**src/rtl/demux_pkg.sv**
```systemverilog
// Shared constants for the 2-to-1 demux slice.
// Counter width, saturation value, default data width, saturating increment.
package demux_pkg;

  localparam int CNT_W = 8;
  localparam logic [CNT_W-1:0] CNT_MAX = 8'd255;
  localparam int DEF_WIDTH = 1;

  function automatic logic [CNT_W-1:0] sat_inc(
    input logic [CNT_W-1:0] v
  );
    return (v == CNT_MAX) ? v : v + 1'b1;
  endfunction

endpackage

```
**src/rtl/demux_2_to_1_core.sv**
```systemverilog
// Combinational 2-to-1 routing: S=0 -> Y0=I, S=1 -> Y1=I.
// Ports: S select, I data in, Y1/Y0 data out (unselected side is zero).
module demux_2_to_1_core
  import demux_pkg::*;
#(
  parameter int WIDTH = DEF_WIDTH
) (
  input  logic             S,
  input  logic [WIDTH-1:0] I,
  output logic [WIDTH-1:0] Y1,
  output logic [WIDTH-1:0] Y0
);

  // An unknown select matches neither arm, so both
  // outputs stay at their zero defaults.
  always_comb begin
    Y0 = '0;
    Y1 = '0;
    case (S)
      1'b0: Y0 = I;
      1'b1: Y1 = I;
      default: ;
    endcase
  end

endmodule

```
**src/rtl/demux_2_to_1.sv**
```systemverilog
// 2-to-1 demux with optional output register and per-route counters.
// Ports: clk, rst_n, S, I, clr in; Y1, Y0, cnt0, cnt1 out.
module demux_2_to_1
  import demux_pkg::*;
#(
  parameter int WIDTH   = DEF_WIDTH,
  parameter bit REG_OUT = 1'b1
) (
  input  logic             clk,
  input  logic             rst_n,
  input  logic             S,
  input  logic [WIDTH-1:0] I,
  input  logic             clr,
  output logic [WIDTH-1:0] Y1,
  output logic [WIDTH-1:0] Y0,
  output logic [CNT_W-1:0] cnt0,
  output logic [CNT_W-1:0] cnt1
);

  logic [WIDTH-1:0] y1_c;
  logic [WIDTH-1:0] y0_c;
  logic [CNT_W-1:0] cnt0_q;
  logic [CNT_W-1:0] cnt1_q;

  demux_2_to_1_core #(
    .WIDTH(WIDTH)
  ) u_core (
    .S  (S),
    .I  (I),
    .Y1 (y1_c),
    .Y0 (y0_c)
  );

  if (REG_OUT) begin : g_reg
    logic [WIDTH-1:0] y1_q;
    logic [WIDTH-1:0] y0_q;

    always_ff @(posedge clk or negedge rst_n) begin
      if (!rst_n) begin
        y1_q <= '0;
        y0_q <= '0;
      end else begin
        y1_q <= y1_c;
        y0_q <= y0_c;
      end
    end

    assign Y1 = y1_q;
    assign Y0 = y0_q;
  end else begin : g_comb
    assign Y1 = y1_c;
    assign Y0 = y0_c;
  end

  // clr wins over increment; an unknown select counts nothing.
  always_ff @(posedge clk or negedge rst_n) begin
    if (!rst_n) begin
      cnt0_q <= '0;
      cnt1_q <= '0;
    end else if (clr) begin
      cnt0_q <= '0;
      cnt1_q <= '0;
    end else begin
      case (S)
        1'b0: cnt0_q <= sat_inc(cnt0_q);
        1'b1: cnt1_q <= sat_inc(cnt1_q);
        default: ;
      endcase
    end
  end

  assign cnt0 = cnt0_q;
  assign cnt1 = cnt1_q;

endmodule

```
**config.mk**
```make
export PLATFORM = sky130hd
export DESIGN_NAME = demux_2_to_1
export DESIGN_NICKNAME = d
export VERILOG_FILES = /design/src/rtl/demux_pkg.sv /design/src/rtl/demux_2_to_1_core.sv /design/src/rtl/demux_2_to_1.sv
export SDC_FILE = /design/constraint.sdc
export NUM_CORES = 1
export LEC_CHECK = 0
export CORE_ASPECT_RATIO = 1.5
export CORE_MARGIN = 2
export CORE_UTILIZATION = 25
export CTS_CLUSTER_SIZE = 30
export DETAILED_ROUTE_END_ITERATION = 12
export MAX_ROUTING_LAYER = met4
export PLACE_DENSITY = 0.51
export SYNTH_ARGS = -nofsm -noshare
export SYNTH_HDL_FRONTEND = slang
export SYNTH_HIERARCHICAL = 1
export SYNTH_SLANG_ARGS = --single-unit
```
**constraint.sdc**
```tcl
create_clock -name clk -period 2.8 [get_ports clk]
set_input_delay 0.7 -clock clk [delete_from_list [all_inputs] [get_ports clk]]
set_output_delay 0.7 -clock clk [all_outputs]
set_load 0.01 [all_outputs]
```
==> impl_metrics.yaml, run 1 <==
status:
  outcome: "completed"
worst_setup_path:
  critical-path-top-delay-family: "buffers and inverters"
  worstPathBufferInverterCount: 1
  path_max_fanout: 7
  max_stage_delay_ps: 580
  critPathKind: "reg2out"
  critPathSlowestCell: "clkdlybuf4s50_1"
  path_cells: "clkdlybuf4s50_1"
  required_ps: 2100
  end_kind: "output pin"
  cp.arrival_ps: 1300
  r2r-start: "cnt1[0]$_DFFE_PN0P_"
  cp-start-kind: "flop"
  startpoint: "cnt0[2]$_DFFE_PN0P_"
pwr:
  power_density_nw_per_um2: 409
  p_leak_nw: 0.563
  ir_worst_vdd_v: 0.000236
timing:
  slew_violations: 0
  setup_tns_ps: 0
  setup_viol: 0
  period_minus_slack_ps: 2000
  skew_ps: 1.97
  worst_pin_slew_ps: 617
  final-hold-violation-count: 0
  rsz0062_at_grt: "no"
  min_period_over_period: 0.715
  max_freq_ghz: 0.499
  slew_headroom: 0.587
placed_design:
  dp.cells: 163
  dp_hpwl_um: 1650
  gp_congestion: 0.768
  io_buffer_count: 22
clock_tree:
  h-tree-depth: 1
  cts.sinks: 18
  clock_latency_ps: 250
  cts_hold_buf: 0
  clkTransAtPathRegs_ps: 70
  cts_resized: 0
  cts_root_buffer: "clkbuf_8"
  cts_setup_buffers: 0
  tritoncts: "yes"
  cts_max_path_buffers: 2
  cts_buffers: 3
drt:
  wirelength_um: 2300
  ant_nets: 0
  vias_per_cell: 5.14
  dr.pass1.iters: 4
  drt-initial-drc-count: 30
  vias: 859
  wire_per_inst_um: 13.8
  post-route-drc-count: 0
die:
  coreArea_um2: 3920
  die_h_um: 82.3
  rows: 28
  die_w_um: 56.2
  ios: 23
  die_area_um2: 4620
  start_util: 0.260
global_route:
  grt_pass1_wl_um: 3870
  grt-ovfl-total: 0
  grt_start_max_net_pins: 20
  use_met2: 0.192
  use_met1: 0.120
  antenna_found_initial: 0
  use_met3: 0.0125
  busiest_layer: "met2"
  track_usage: 0.109
  grt_pass1_vias: 864
synthesis:
  syn_area_um2: 1020
  ys_seq_area_frac: 0.441
  syn_area_per_cell_um2: 10.4
  ys_seq_elements: 18
  synth_most_common_cell: "dfrtp_1"
  synth-async-reset-ratio: 1.00
  yosys-top-cells-count: "dfrtp_1, nor2b_1, nor3_1"
  ys.flop_type: "dfrtp_1"
  ys_types: 36
  syn_nets: 105
  synthCells: 98
  synth_top_area_frac: 0.441
  synth_largest_area_cell: "dfrtp_1"
  synth_area_leaders: "dfrtp_1, nor2b_1, mux2_4"
  ys_warn_count: 6
  synth-edff-count: 0
final_layout:
  areaGrowthSynthToFinish_pct: 32.2
  finish.net_count: 130
  antenna_cells: 0
  drive_gt1_frac: 0.164
  nFillCells: 425
  finalNonFillerCells: 167
hold_path:
  worstHoldStart: "cnt1[4]$_DFFE_PN0P_"
  hold_class: "reg2reg"
flow_run:
  drv_cap: 0
## final timing paths
kind	to	slack, ps	depth (start not counted)
min reg2reg	cnt1[4]$_DFFE_PN0P_	580	2
max in group asynchronous	cnt1[5]$_DFFE_PN0P_	1820	2
max reg2reg	cnt1[0]$_DFFE_PN0P_	1220	4
max	cnt0[2]	800	1
min in group asynchronous	cnt0[1]$_DFFE_PN0P_	770	2
min	cnt1[4]$_DFFE_PN0P_	580	2
## kinds of logic (layout without fill, tap and decap cells)
kind of cell,Yosys count,after routing,share of synthesized area
AND/OR/NAND/NOR,43,43,0.282
AO/OA/AOI/OAI,22,22,0.157
multiplexers,5,5,0.0637
flip-flops,18,18,0.441
adder cells (fa/ha/maj),2,2,0.0245
buffers and inverters,8,32,0.0319
## layout make-up
| cell class | instances | area [um^2] | area share |
|---|---|---|---|
| sequential | 18 | 450 | 0.334 |
| tap | 45 | 56.3 | 0.0417 |
| inverter | 4 | 15.0 | 0.0111 |
| multi-input combinational | 72 | 538 | 0.399 |
| clock buffer | 4 | 55.1 | 0.0408 |
| timing repair buffer | 24 | 235 | 0.174 |
## cells in the final DEF, fill, tap and decap left out, types with 3 or more instances in the layout
cell,count
inv_1,4
nand2b_1,4
nor3_1,5
nand4_1,3
dfrtp_1,18
nor2_1,3
nor2b_1,8
clkdlybuf4s50_1,22
a31oi_1,4
a21oi_2,3
clkbuf_8,4
a21oi_1,4
a211oi_1,3
mux2_4,3
## layer usage
| layer | part of all wire | wire length (um) |
|---|---|---|
| met1 | 0.45 | 1030 |
| met3 | 0.034 | 78 |
| met5 | 0 | 0 |
| met4 | 0.016 | 37 |
| met2 | 0.50 | 1150 |
## power by group
group          switching, mW  total [mW]  internal [mW]  leakage (nW)
Combinational         0.0283      0.0608         0.0325         0.288
Clock                 0.0911       0.216          0.125        0.0288
Sequential           0.00789       0.275          0.267         0.246
## per-stage QoR
stage	setup slack [ps]	hold slack, ps	area [um^2]	util	total power [mW]
finish	798	579	1350	0.344	0.552
global route	678	630	1350	0.344	0.580
CTS	779	584	1350	0.344	0.563
detailed placement	534	568	1290	0.330	0.342
global placement	580	571	1290	0.330	0.341
floorplan	1220	404	1020	-	0.308
## tightest hold or removal path, cell delays in order (launching register included)
cell      delay [ps]
dfrtp_1          400
inv_1             80
a211oi_1          60
## registers in the layout (all words and copies together), names as in the netlist
| signal | cells |
|---|---|
| cnt1 | 8 |
| Y1 | 1 |
| Y0 | 1 |
| cnt0 | 8 |
Power figures use the tool's default switching activity.
==> run 2, diff against run 1 <==
PLACE_DENSITY = 0.53   (was 0.51)
clock period = 1.6 ns   (was 2.8 ns; I/O delays follow)
==> run 2 against run 1 <==
Combinational power increased by 110%. Largest cell class unchanged. Via count rose by 4.9%. Clock skew down 0.99 ps. Critical path type unchanged. Final cell count up 10%. Total power increased by 78%. Critical endpoint is now cnt0[5]. Hold slack lost 110 ps. Sequential power grew 74%. Core utilization increased by 4.0 points. First-iteration DRC count down 80%.
==> impl_metrics.yaml, run 2 (synthesis results as in run 1) <==
timing:
  max_freq_ghz: 0.646
  setup_slack_ps: 51.3
  worst_pin_slew_ps: 294
  slew_violations: 0
  slew_headroom: 0.804
  skew_ps: 0.987
  rsz0062_at_grt: "no"
  setup_viol: 0
  min_period_over_period: 0.968
  period_minus_slack_ps: 1550
  final-hold-violation-count: 0
global_route:
  grt_pass1_vias: 888
  grt_start_max_net_pins: 23
  track_usage: 0.111
  grt-ovfl-total: 0
  antenna_found_initial: 0
  grt_pass1_wl_um: 3970
pwr:
  power_uw: 981
  power_density_nw_per_um2: 650
  p_leak_nw: 0.748
  ir_worst_vdd_v: 0.000439
worst_setup_path:
  r2r-start: "cnt1[1]$_DFFE_PN0P_"
  path_cells: "clkdlybuf4s50_1"
  required_ps: 1200
  critPathSlowestCell: "clkdlybuf4s50_1"
  max_stage_delay_ps: 540
  worstPathBufferInverterCount: 1
  cp.arrival_ps: 1150
  cp-start-kind: "flop"
  r2r_cells: 5
  path_max_fanout: 2
  end_kind: "output pin"
  critPathKind: "reg2out"
  critical-path-top-delay-family: "buffers and inverters"
  r2r_slack_ps: 80
  timing.rr.end: "cnt1[0]$_DFFE_PN0P_"
clock_tree:
  tritoncts: "yes"
  cts_hold_buf: 0
  h-tree-depth: 1
  cts_root_buffer: "clkbuf_8"
  clkTransAtPathRegs_ps: 70
  clock_latency_ps: 250
  cts_max_path_buffers: 2
  cts_buffers: 3
  cts.sinks: 18
die:
  coreArea_um2: 3920
  rows: 28
  start_util: 0.260
  ios: 23
  die_w_um: 56.2
  die_area_um2: 4620
  die_h_um: 82.3
final_layout:
  drive_gt1_frac: 0.288
  final_area_um2: 1510
  areaGrowthSynthToFinish_pct: 47.8
  finalNonFillerCells: 184
  final_common_cell: "buf_4"
  layout_common_cells: "buf_4, dfrtp_1, clkdlybuf4s50_1"
  finish.net_count: 147
  antenna_cells: 0
  nFillCells: 413
placed_design:
  dp_hpwl_um: 1740
  gp_congestion: 0.819
  dp.cells: 171
  io_buffer_count: 22
  pre_cts_ws_ps: -205
  post_dp_cell_area_um2: 1370
drt:
  vias: 901
  ant_nets: 0
  vias_per_cell: 4.90
  post-route-drc-count: 0
  dr.pass1.iters: 4
  drt-initial-drc-count: 6
  wire_per_inst_um: 13.5
  wirelength_um: 2480
status:
  outcome: "completed"
hold_path:
  hold_class: "in2async"
flow_run:
  drv_cap: 0
run 2: changes by cell type in the layout (fill, tap and decap cells not counted):
cell / delta
dlygate4sd2_1: +4
buf_4: +16
clkdlybuf4s50_1: -9
dfrtp_2: +3
buf_12: +1
a21oi_4: +1
a21oi_2: -1
dfrtp_1: -3
dlymetal6s2s_1: +5
run 2: worst max path at each step:
| stage | to | startpoint | cells past startpoint | slack (ps) |
|---|---|---|---|---|
| 2_1_floorplan | cnt0[0]$_DFFE_PN0P_ | cnt0[0]$_DFFE_PN0P_ | 4 | 100 |
| 3_3_place_gp | cnt0[3]$_DFFE_PN0P_ | S | 4 | -180 |
| 3_5_place_dp | cnt1[3]$_DFFE_PN0P_ | S | 4 | -210 |
| 4_1_cts | cnt1[4] | cnt1[4]$_DFFE_PN0P_ | 1 | 2 |
| 5_1_grt | cnt1[5] | cnt1[5]$_DFFE_PN0P_ | 1 | 7 |
| 6_report | cnt0[5] | cnt0[5]$_DFFE_PN0P_ | 1 | 50 |
run 2: per-layer routing:
metal  share of wire  up-vias  global-route usage  wire [um]
met1            0.44      435               0.123       1090
met3           0.020        2             0.00935         50
li1                -      453                   -          -
met2            0.53       11               0.207       1300
met5               0        -                   -          0
met4           0.013        0              0.0429         33
run 2: where the power goes:
group | leakage, nW | switching, mW | internal, mW
sequential | 0.242 | 0.0112 | 0.468
clock | 0.0288 | 0.156 | 0.218
combinational | 0.478 | 0.0576 | 0.0693
run 2: through the flow:
step            util  hold slack [ps]  TNS, ps
3_3_place_gp   0.349              575    -1290
3_5_place_dp   0.349              584    -1580
4_1_cts        0.379              478        0
2_1_floorplan      -              104        0
5_1_grt        0.385              499        0
6_report       0.385              467        0
run 2: what timing repair did:
item | 4_1_cts | 5_1_grt
endpoints found under the setup margin | 13 | 7
gates cloned | 0 | 0
gates resized for setup | 7 | 6
setup buffers | 9 | 0
run 2: cell type report:
type                    count  area (um^2)  share of cell area
multi-input cells          72          546               0.362
repair buffers             41          383               0.254
flip-flops and latches     18          454               0.301
inverters                   4         15.0             0.00995
well taps                  45         56.3              0.0373
clock buffers               4         55.1              0.0365
